===== config.mk =====
export PLATFORM = sky130hd
export DESIGN_NAME = pong_match_ctrl_flat
export DESIGN_NICKNAME = d
export VERILOG_FILES = /design/src/rtl/pong_match_ctrl_if.sv /design/src/rtl/pong_match_ctrl.sv /design/src/flat_wrapper.sv
export SDC_FILE = /design/constraint.sdc
export NUM_CORES = 1
export LEC_CHECK = 0
export CAP_MARGIN = 20
export CORE_MARGIN = 2
export CORE_UTILIZATION = 54
export DETAILED_ROUTE_END_ITERATION = 8
export PLACE_DENSITY = 0.85
export SYNTH_ARGS = -nofsm -noshare
export SYNTH_HDL_FRONTEND = slang
export SYNTH_SLANG_ARGS = --single-unit

===== constraint.sdc =====
create_clock -name clk -period 2.2 [get_ports clk]
set_input_delay 0.22 -clock clk [delete_from_list [all_inputs] [get_ports clk]]
set_output_delay 0.22 -clock clk [all_outputs]
set_load 0.02 [all_outputs]

===== src/rtl/pong_match_ctrl_if.sv =====
// Signal bundle between the Pong match sequencer and the ball datapath / VGA overlay.
// master: ball datapath and frame timing side (produces events, consumes control and status).
// slave:  the match sequencer.
interface pong_match_ctrl_if;
  logic       frame_tick;
  logic       start_btn;
  logic       miss_l;
  logic       miss_r;
  logic       paddle_hit;
  logic       ball_run;
  logic       ball_load;
  logic       serve_dir;
  logic [1:0] speed;
  logic [3:0] score_l;
  logic [3:0] score_r;
  logic       game_over;
  logic       winner;
  logic [2:0] state;

  modport master (
    output frame_tick, start_btn, miss_l, miss_r, paddle_hit,
    input  ball_run, ball_load, serve_dir, speed, score_l, score_r,
           game_over, winner, state
  );

  modport slave (
    input  frame_tick, start_btn, miss_l, miss_r, paddle_hit,
    output ball_run, ball_load, serve_dir, speed, score_l, score_r,
           game_over, winner, state
  );
endinterface


===== src/rtl/pong_match_ctrl.sv =====
// Pong match sequencer: game FSM, scores, rally speed level and serve/point timers.
// Timers advance only on frame_tick; all outputs come straight from registers.
// Optional macro PONG_AUTO_SERVE_EN: SERVE moves to PLAY by itself when the countdown
// expires. Without it the countdown expiry arms SERVE and a start button rise launches play.
module pong_match_ctrl #(
  parameter int WIN_SCORE      = 9,
  parameter int SERVE_FRAMES   = 60,
  parameter int POINT_FRAMES   = 30,
  parameter int HITS_PER_LEVEL = 4
) (
  input  logic               clk,
  input  logic               rst,
  pong_match_ctrl_if.slave   bus
);

  typedef enum logic [2:0] {
    IDLE  = 3'd0,
    SERVE = 3'd1,
    PLAY  = 3'd2,
    POINT = 3'd3,
    OVER  = 3'd4
  } state_t;

  localparam logic [7:0] SERVE_LAST = 8'(SERVE_FRAMES - 1);
  localparam logic [7:0] POINT_LAST = 8'(POINT_FRAMES - 1);
  localparam logic [3:0] WIN        = 4'(WIN_SCORE);
  localparam logic [3:0] HITS       = 4'(HITS_PER_LEVEL);

  state_t     state_q, state_d;
  logic [7:0] frame_cnt_q, frame_cnt_d;
  logic [3:0] hit_cnt_q, hit_cnt_d;
  logic [3:0] hit_next;
  logic [1:0] speed_q, speed_d;
  logic [3:0] score_l_q, score_l_d;
  logic [3:0] score_r_q, score_r_d;
  logic       serve_dir_q, serve_dir_d;
  logic       winner_q, winner_d;
  logic       ball_load_q, ball_load_d;
  logic       btn_low_q;
  logic       btn_rise;
  logic       serve_expire;
  logic       point_expire;
`ifndef PONG_AUTO_SERVE_EN
  logic       serve_wait_q, serve_wait_d;
`endif

  // The history bit records "button was low last cycle"; it resets to 0 so a button
  // held through reset must first be seen released before it can produce a rise.
  assign btn_rise     = bus.start_btn & btn_low_q;
  assign serve_expire = bus.frame_tick && (frame_cnt_q == SERVE_LAST);
  assign point_expire = bus.frame_tick && (frame_cnt_q == POINT_LAST);

  // State register; illegal encodings are caught by the next-state default.
  always_ff @(posedge clk) begin
    if (rst) state_q <= IDLE;
    else     state_q <= state_d;
  end

  // Datapath registers: timers, scores, speed, serve direction and button history.
  always_ff @(posedge clk) begin
    if (rst) begin
      frame_cnt_q  <= '0;
      hit_cnt_q    <= '0;
      speed_q      <= '0;
      score_l_q    <= '0;
      score_r_q    <= '0;
      serve_dir_q  <= 1'b1;
      winner_q     <= 1'b0;
      ball_load_q  <= 1'b0;
      btn_low_q    <= 1'b0;
`ifndef PONG_AUTO_SERVE_EN
      serve_wait_q <= 1'b0;
`endif
    end else begin
      frame_cnt_q  <= frame_cnt_d;
      hit_cnt_q    <= hit_cnt_d;
      speed_q      <= speed_d;
      score_l_q    <= score_l_d;
      score_r_q    <= score_r_d;
      serve_dir_q  <= serve_dir_d;
      winner_q     <= winner_d;
      ball_load_q  <= ball_load_d;
      btn_low_q    <= ~bus.start_btn;
`ifndef PONG_AUTO_SERVE_EN
      serve_wait_q <= serve_wait_d;
`endif
    end
  end

  // Next-state and next-register logic; entering SERVE always reloads the ball and
  // clears the countdown, hit counter and speed.
  always_comb begin
    state_d      = state_q;
    frame_cnt_d  = frame_cnt_q;
    hit_cnt_d    = hit_cnt_q;
    speed_d      = speed_q;
    score_l_d    = score_l_q;
    score_r_d    = score_r_q;
    serve_dir_d  = serve_dir_q;
    winner_d     = winner_q;
    ball_load_d  = 1'b0;
    hit_next     = hit_cnt_q + 4'd1;
`ifndef PONG_AUTO_SERVE_EN
    serve_wait_d = serve_wait_q;
`endif

    case (state_q)
      IDLE: begin
        score_l_d = '0;
        score_r_d = '0;
        speed_d   = '0;
        hit_cnt_d = '0;
        if (btn_rise) begin
          state_d     = SERVE;
          frame_cnt_d = '0;
          ball_load_d = 1'b1;
`ifndef PONG_AUTO_SERVE_EN
          serve_wait_d = 1'b0;
`endif
        end
      end

      SERVE: begin
`ifdef PONG_AUTO_SERVE_EN
        if (bus.frame_tick) frame_cnt_d = frame_cnt_q + 8'd1;
        if (serve_expire) state_d = PLAY;
`else
        if (serve_wait_q) begin
          if (btn_rise) state_d = PLAY;
        end else begin
          if (bus.frame_tick) frame_cnt_d = frame_cnt_q + 8'd1;
          if (serve_expire) begin
            if (btn_rise) state_d = PLAY;
            else          serve_wait_d = 1'b1;
          end
        end
`endif
      end

      PLAY: begin
        if (bus.miss_l) begin
          score_r_d   = score_r_q + 4'd1;
          serve_dir_d = 1'b0;
          frame_cnt_d = '0;
          state_d     = POINT;
        end else if (bus.miss_r) begin
          score_l_d   = score_l_q + 4'd1;
          serve_dir_d = 1'b1;
          frame_cnt_d = '0;
          state_d     = POINT;
        end else if (bus.paddle_hit) begin
          if (hit_next == HITS) begin
            hit_cnt_d = '0;
            if (speed_q != 2'd3) speed_d = speed_q + 2'd1;
          end else begin
            hit_cnt_d = hit_next;
          end
        end
      end

      POINT: begin
        if (bus.frame_tick) frame_cnt_d = frame_cnt_q + 8'd1;
        if (point_expire) begin
          if (score_l_q == WIN) begin
            state_d  = OVER;
            winner_d = 1'b0;
          end else if (score_r_q == WIN) begin
            state_d  = OVER;
            winner_d = 1'b1;
          end else begin
            state_d     = SERVE;
            frame_cnt_d = '0;
            hit_cnt_d   = '0;
            speed_d     = '0;
            ball_load_d = 1'b1;
`ifndef PONG_AUTO_SERVE_EN
            serve_wait_d = 1'b0;
`endif
          end
        end
      end

      OVER: begin
        if (btn_rise) begin
          score_l_d   = '0;
          score_r_d   = '0;
          winner_d    = 1'b0;
          state_d     = SERVE;
          frame_cnt_d = '0;
          hit_cnt_d   = '0;
          speed_d     = '0;
          ball_load_d = 1'b1;
`ifndef PONG_AUTO_SERVE_EN
          serve_wait_d = 1'b0;
`endif
        end
      end

      default: state_d = IDLE;
    endcase
  end

  assign bus.ball_run  = (state_q == PLAY);
  assign bus.game_over = (state_q == OVER);
  assign bus.state     = state_q;
  assign bus.ball_load = ball_load_q;
  assign bus.serve_dir = serve_dir_q;
  assign bus.speed     = speed_q;
  assign bus.score_l   = score_l_q;
  assign bus.score_r   = score_r_q;
  assign bus.winner    = winner_q;

endmodule


===== src/flat_wrapper.sv =====
// flat-port wrapper written by rule: the top's interface ports become plain ports
module pong_match_ctrl_flat 
#(
  parameter int WIN_SCORE      = 9,
  parameter int SERVE_FRAMES   = 60,
  parameter int POINT_FRAMES   = 30,
  parameter int HITS_PER_LEVEL = 4
)
  (clk, rst, bus_frame_tick, bus_start_btn, bus_miss_l, bus_miss_r, bus_paddle_hit, bus_ball_run, bus_ball_load, bus_serve_dir, bus_speed, bus_score_l, bus_score_r, bus_game_over, bus_winner, bus_state);
  pong_match_ctrl_if bus_i ();
  input  logic clk;
  input  logic rst;
  input wire logic [$bits(bus_i.frame_tick)-1:0] bus_frame_tick;
  input wire logic [$bits(bus_i.start_btn)-1:0] bus_start_btn;
  input wire logic [$bits(bus_i.miss_l)-1:0] bus_miss_l;
  input wire logic [$bits(bus_i.miss_r)-1:0] bus_miss_r;
  input wire logic [$bits(bus_i.paddle_hit)-1:0] bus_paddle_hit;
  output wire logic [$bits(bus_i.ball_run)-1:0] bus_ball_run;
  output wire logic [$bits(bus_i.ball_load)-1:0] bus_ball_load;
  output wire logic [$bits(bus_i.serve_dir)-1:0] bus_serve_dir;
  output wire logic [$bits(bus_i.speed)-1:0] bus_speed;
  output wire logic [$bits(bus_i.score_l)-1:0] bus_score_l;
  output wire logic [$bits(bus_i.score_r)-1:0] bus_score_r;
  output wire logic [$bits(bus_i.game_over)-1:0] bus_game_over;
  output wire logic [$bits(bus_i.winner)-1:0] bus_winner;
  output wire logic [$bits(bus_i.state)-1:0] bus_state;
  assign bus_i.frame_tick = bus_frame_tick;
  assign bus_i.start_btn = bus_start_btn;
  assign bus_i.miss_l = bus_miss_l;
  assign bus_i.miss_r = bus_miss_r;
  assign bus_i.paddle_hit = bus_paddle_hit;
  assign bus_ball_run = bus_i.ball_run;
  assign bus_ball_load = bus_i.ball_load;
  assign bus_serve_dir = bus_i.serve_dir;
  assign bus_speed = bus_i.speed;
  assign bus_score_l = bus_i.score_l;
  assign bus_score_r = bus_i.score_r;
  assign bus_game_over = bus_i.game_over;
  assign bus_winner = bus_i.winner;
  assign bus_state = bus_i.state;
  pong_match_ctrl #(.WIN_SCORE(WIN_SCORE), .SERVE_FRAMES(SERVE_FRAMES), .POINT_FRAMES(POINT_FRAMES), .HITS_PER_LEVEL(HITS_PER_LEVEL)) u_core (.clk(clk), .rst(rst), .bus(bus_i));
endmodule

After elaboration in Yosys (flattened, before gate mapping)
Index checks and enable logic that the tools add are counted.
Widths: inputs -> output; s select.
{"block": "totals", "in_bits": 7, "register_bits": 30}
{"block": "op_classes", "bitwise": 2, "eq_ne": 26, "mux": 62, "n_reduce_logical": 19, "addsub": 5}
{"op": "$mux 8", "n": 8}
{"op": "$mux 4", "n": 11}
{"op": "$pmux 8 s4", "n": 1}
{"op": "$mux 3", "n": 9}
{"op": "$pmux 4 s3", "n": 2}
{"op": "$mux 2", "n": 9}
{"op": "$ne 2x2->1 const B", "n": 9}
{"op": "$mux 1", "n": 16}
{"op": "$pmux 4 s4", "n": 1}
{"op": "$reduce_and 4->1", "n": 4}
{"op": "$add 4x1->4 const B", "n": 3}
{"op": "$pmux 3 s4", "n": 1}
{"op": "$ne 2x1->1 const B", "n": 5}
{"op": "$reduce_and 10->1", "n": 1}
{"op": "$add 8x1->8 const B", "n": 1}
{"op": "$eq 4x4->1 const B", "n": 2}
{"op": "$eq 8x5->1 const B", "n": 1}
{"op": "$eq 8x6->1 const B", "n": 1}
{"op": "$pmux 2 s4", "n": 1}
{"op": "$reduce_and 8->1", "n": 1}
{"op": "$reduce_bool 4->1", "n": 2}
{"op": "$eq 3x2->1 const B", "n": 2}
{"op": "$ne 3x1->1 const B", "n": 2}
{"op": "$reduce_bool 3->1", "n": 2}
{"op": "other kinds (16)", "n": 19}

Longest topological paths before layout
{"block": "depth", "ltp_word": 7, "mapped_depth": 9, "depth_no_buf": 7}

Least setup slack after synthesis
OpenSTA, ideal clock, no wires.
{"block": "synth_path", "kind": "register -> register", "startpoint": "register u_core.score_l_q[1] (netlist: u_core.bus.score_l[1])", "endpoint": "register u_core.speed_q[0] (netlist: u_core.bus.speed[0])", "setup_time_ps": 70, "period_less_slack_ps": 1977, "path_stages_with_launch": 9, "t_arrival_ps": 1907, "slack_ps": 223, "path_cell_list": "dfxtp_1 -> inv_1 -> ha_1 -> nand3b_1 -> nand3_1 -> a211o_1 -> buf_6 -> or4_1 -> a21oi_1"}
{"block": "synth_via", "elab_chain_cells": 3}
{"element": "start, declared", "line": "pong_match_ctrl.sv:34", "text": "logic [3:0] score_l_q, score_l_d;"}
{"element": "start signal, assigned", "line": "pong_match_ctrl.sv:78", "text": "score_l_q <= score_l_d;"}
{"element": "$eq 4x4->1", "line": "pong_match_ctrl.sv:164", "text": "if (score_l_q == WIN) begin"}
{"element": "$ne 2x2->1 (no line)"}
{"element": "$reduce_and 10->1 (no line)"}
{"element": "end signal, assigned", "line": "pong_match_ctrl.sv:77", "text": "speed_q <= speed_d;"}
{"element": "end, declared", "line": "pong_match_ctrl.sv:33", "text": "logic [1:0] speed_q, speed_d;"}
No other way between the ends.
A chain may end at the register's enable or synchronous reset.

Worst setup path after layout
{"block": "layout_path", "startpoint": "register u_core.state_q[2] (netlist: u_core.bus.state[2])", "endpoint": "output port bus_ball_run"}
{"block": "layout_via", "elab_chain_cells": 1}
{"element": "start, declared", "line": "pong_match_ctrl.sv:29", "text": "state_t state_q, state_d;"}
{"element": "start signal, assigned", "line": "pong_match_ctrl.sv:56", "text": "else state_q <= state_d;"}
{"element": "$eq 3x2->1", "line": "pong_match_ctrl.sv:203", "text": "assign bus.ball_run = (state_q == PLAY);"}
{"element": "end, declared", "line": "flat_wrapper.sv:18", "text": "output wire logic [$bits(bus_i.ball_run)-1:0] bus_ball_run;"}
No other way between the ends.

==> flow_metrics.env <==
export IMPL_fillers=247
export IMPL_drc_errors=0
export IMPL_p_total_uw=996.1
export IMPL_routed_wl_um=3960
export IMPL_root_buffer="clkbuf_4"
export IMPL_final_common_cell="dfxtp_1"
export IMPL_worstMarginPinSlew_ns=0.5526
export IMPL_max_freq_mhz=470.4
export IMPL_clock_sinks=30
export IMPL_slew_headroom_pct=63.16
export IMPL_vias=1639
export IMPL_routedWlPerCell_um=13.52
export IMPL_cts_setup_buffers=0
export IMPL_drive_gt1_share_pct=13.65
export IMPL_start_util_pct=56.40
export IMPL_num_rows=20
export IMPL_max_cap_violations=0
export IMPL_die_h_um=60.24
export IMPL_synth_distinct_cells=48
export IMPL_crit_fanout=10
export IMPL_ys_ff_latch=30
export IMPL_critPathCaptureType="primary output"
export IMPL_grt_overflow=0
export IMPL_clk_pin_slew_ns=0.10
export IMPL_grt_first_pass_wirelength_um=6396
export IMPL_finalCritPeriodShare_pct=96.64
export IMPL_critPathArrivalTime_ns=1.91
export IMPL_hold_viol_final=0
export IMPL_path_class="flip-flop to primary output"
export IMPL_drt_pass1_iter_count=4
export IMPL_io_pins=25
export IMPL_hold_buffers=0
export IMPL_clock_path_buffers=2
export IMPL_antennaDiodeCount=0
export IMPL_first_global_vias=1497
export IMPL_first_iter_violations=108
export IMPL_setup_viol=0
export IMPL_rsz0062_at_grt="false"
export IMPL_layout_common_cells="28 x dfxtp_1, 24 x nor2_1, 24 x clkdlybuf4s50_1"
export IMPL_avgViaCountPerCell=5.594
export IMPL_avgSynthCellArea_um2=8.211
export IMPL_gp_congestion=0.8408
export IMPL_post_cts_resized=1
export IMPL_cts_inserted_buffers=5
export IMPL_nets=264
export IMPL_track_usage_pct=23.63
export IMPL_place_hpwl_um=2969
export IMPL_drv_slew=0
export IMPL_grt_max_degree=13
export IMPL_required_ns=1.98
export IMPL_synth_fp_nets=224
export IMPL_hold_path_class="flip-flop to flip-flop"
export IMPL_yosys_most_used_dff="dfxtp_1"
export IMPL_ir_drop_uv=441.3
export IMPL_cts_tree="built"
export IMPL_synth_edff_count=0
export IMPL_layout_min_cycle_time_ns=2.126
export IMPL_areaGrowthSynthToFinish_pct=25.71
export IMPL_synth_area_mm2=0.001708
export IMPL_drtAntennaViolNets=0
export IMPL_final_core_util_pct=70.91
export IMPL_htree_levels=2
export IMPL_synth_seq_area_share_pct=35.16
export IMPL_dieArea_mm2=0.003629
export IMPL_status="finished, final reports clean"
export IMPL_port_buffers=24
export IMPL_p_leak_uw=0.0008085
export IMPL_fin_hold_ws_ns=0.4975
export IMPL_synthArstFlopShare_pct=0
export IMPL_p_per_area_mw_per_mm2=463.9
export IMPL_antenna_found_initial=0
export IMPL_clock_latency_ns=0.34
export IMPL_netlist_instances=208
export IMPL_skew_ns=0.01436
export IMPL_die_width_um=60.24
export IMPL_synth_warnings=0
export IMPL_start_kind="flip-flop"
export IMPL_core_area_mm2=0.003028
-- state kept, by name, summed over array words and instances, names as in the netlist --
| signal | flops |
|---|---|
| u_core.frame_cnt_q | 8 |
| u_core.bus.score_l | 4 |
| u_core.bus.score_r | 4 |
| u_core.hit_cnt_q | 4 |
| u_core.bus.state | 3 |
| u_core.bus.speed | 2 |
| u_core.btn_low_q | 1 |
| u_core.bus.ball_load | 1 |
| u_core.bus.serve_dir | 1 |
| u_core.bus.winner | 1 |
| u_core.serve_wait_q | 1 |
-- through the flow --
stage          area (um^2)  worst slack (ns)  instances  setup TNS, ns
6_report              2147           0.07403        293              0
5_1_grt               2147           0.01040        293              0
4_1_cts               2138           0.08251        293              0
3_5_place_dp          2078           -0.1791        285        -0.6838
3_3_place_gp          2078           0.02274        285              0
2_1_floorplan         1708            0.2230        208              0
-- worst paths after layout --
| path | start | endpoint | slack (ns) | cells past startpoint |
|---|---|---|---|---|
| worst min-delay path | u_core.bus.speed[1]$_SDFFE_PP0P_ | u_core.bus.speed[1]$_SDFFE_PP0P_ | 0.50 | 2 |
| worst max register to register | u_core.bus.score_l[1]$_SDFFE_PP0P_ | u_core.hit_cnt_q[2]$_SDFFE_PP0P_ | 0.12 | 8 |
| worst min register to register | u_core.bus.speed[1]$_SDFFE_PP0P_ | u_core.bus.speed[1]$_SDFFE_PP0P_ | 0.50 | 2 |
| worst max-delay path | u_core.bus.state[2]$_SDFFE_PP0P_ | bus_ball_run | 0.07 | 4 |
-- critical path, cell delays in order (launching register included) --
cell	delay (ns)
dfxtp_1	0.41
nor2_1	0.18
nand2_2	0.17
inv_2	0.18
clkdlybuf4s50_1	0.63
-- cells by family after synthesis --
logic type | synth area share [%]
AOI/OAI and AO/OA | 15.97
xor gates and xnor gates | 5.129
adders and majority gates | 6.594
buffers and inverters | 4.616
DFF | 35.17
muxes | 0.6593
and+or+nand+nor | 31.87
-- cells in the mapped netlist, types with 2 or more instances --
cell type	number	area, um^2
and3_1	6	37.54
nand2b_1	4	25.02
a21o_1	3	22.52
a211oi_1	2	15.01
inv_1	7	26.28
and2_1	3	18.77
nor2b_1	2	12.51
buf_2	3	15.01
a311oi_1	3	26.28
xnor2_1	3	26.28
a31oi_1	3	18.77
nor2_1	24	90.09
or4_1	3	22.52
clkbuf_1	2	7.510
dfxtp_1	30	600.6
nor3_1	3	15.01
nor3b_1	3	22.52
or3_1	2	12.51
a21oi_1	10	50.05
ha_1	9	112.6
nand3_1	5	25.02
o21ai_0	10	50.05
xor2_1	7	61.31
buf_6	2	22.52
nand2_1	23	86.33
nand4_1	10	62.56
nand3b_1	5	37.54
-- per-layer routing --
| layer | wire (um) | global-route usage, % | vias up |
|---|---|---|---|
| li1 | - | - | 824 |
| met1 | 1774 | 28.33 | 774 |
| met2 | 1985 | 40.99 | 34 |
| met3 | 138 | 4.545 | 7 |
| met4 | 62 | 9.524 | 0 |
| met5 | 0 | 0 | - |
-- area by class of cell --
cell class,count,area [um^2],area share [%]
clock buffer,7,55.05,2.564
sequential,30,603.1,28.09
clock inverter,1,5.005,0.2331
tap,44,55.05,2.564
inverter,7,26.28,1.224
timing repair buffer,41,367.9,17.13
multi-input combinational,163,1035,48.19
-- report_power, final --
part / internal [uW] / total, uW / switching [uW] / leakage [uW]
registers: 548 / 553 / 4.69 / 0.000243
logic: 46.6 / 97.4 / 50.8 / 0.000530
clock network: 155 / 346 / 192 / 0.0000353
Power figures use the tool's default switching activity.
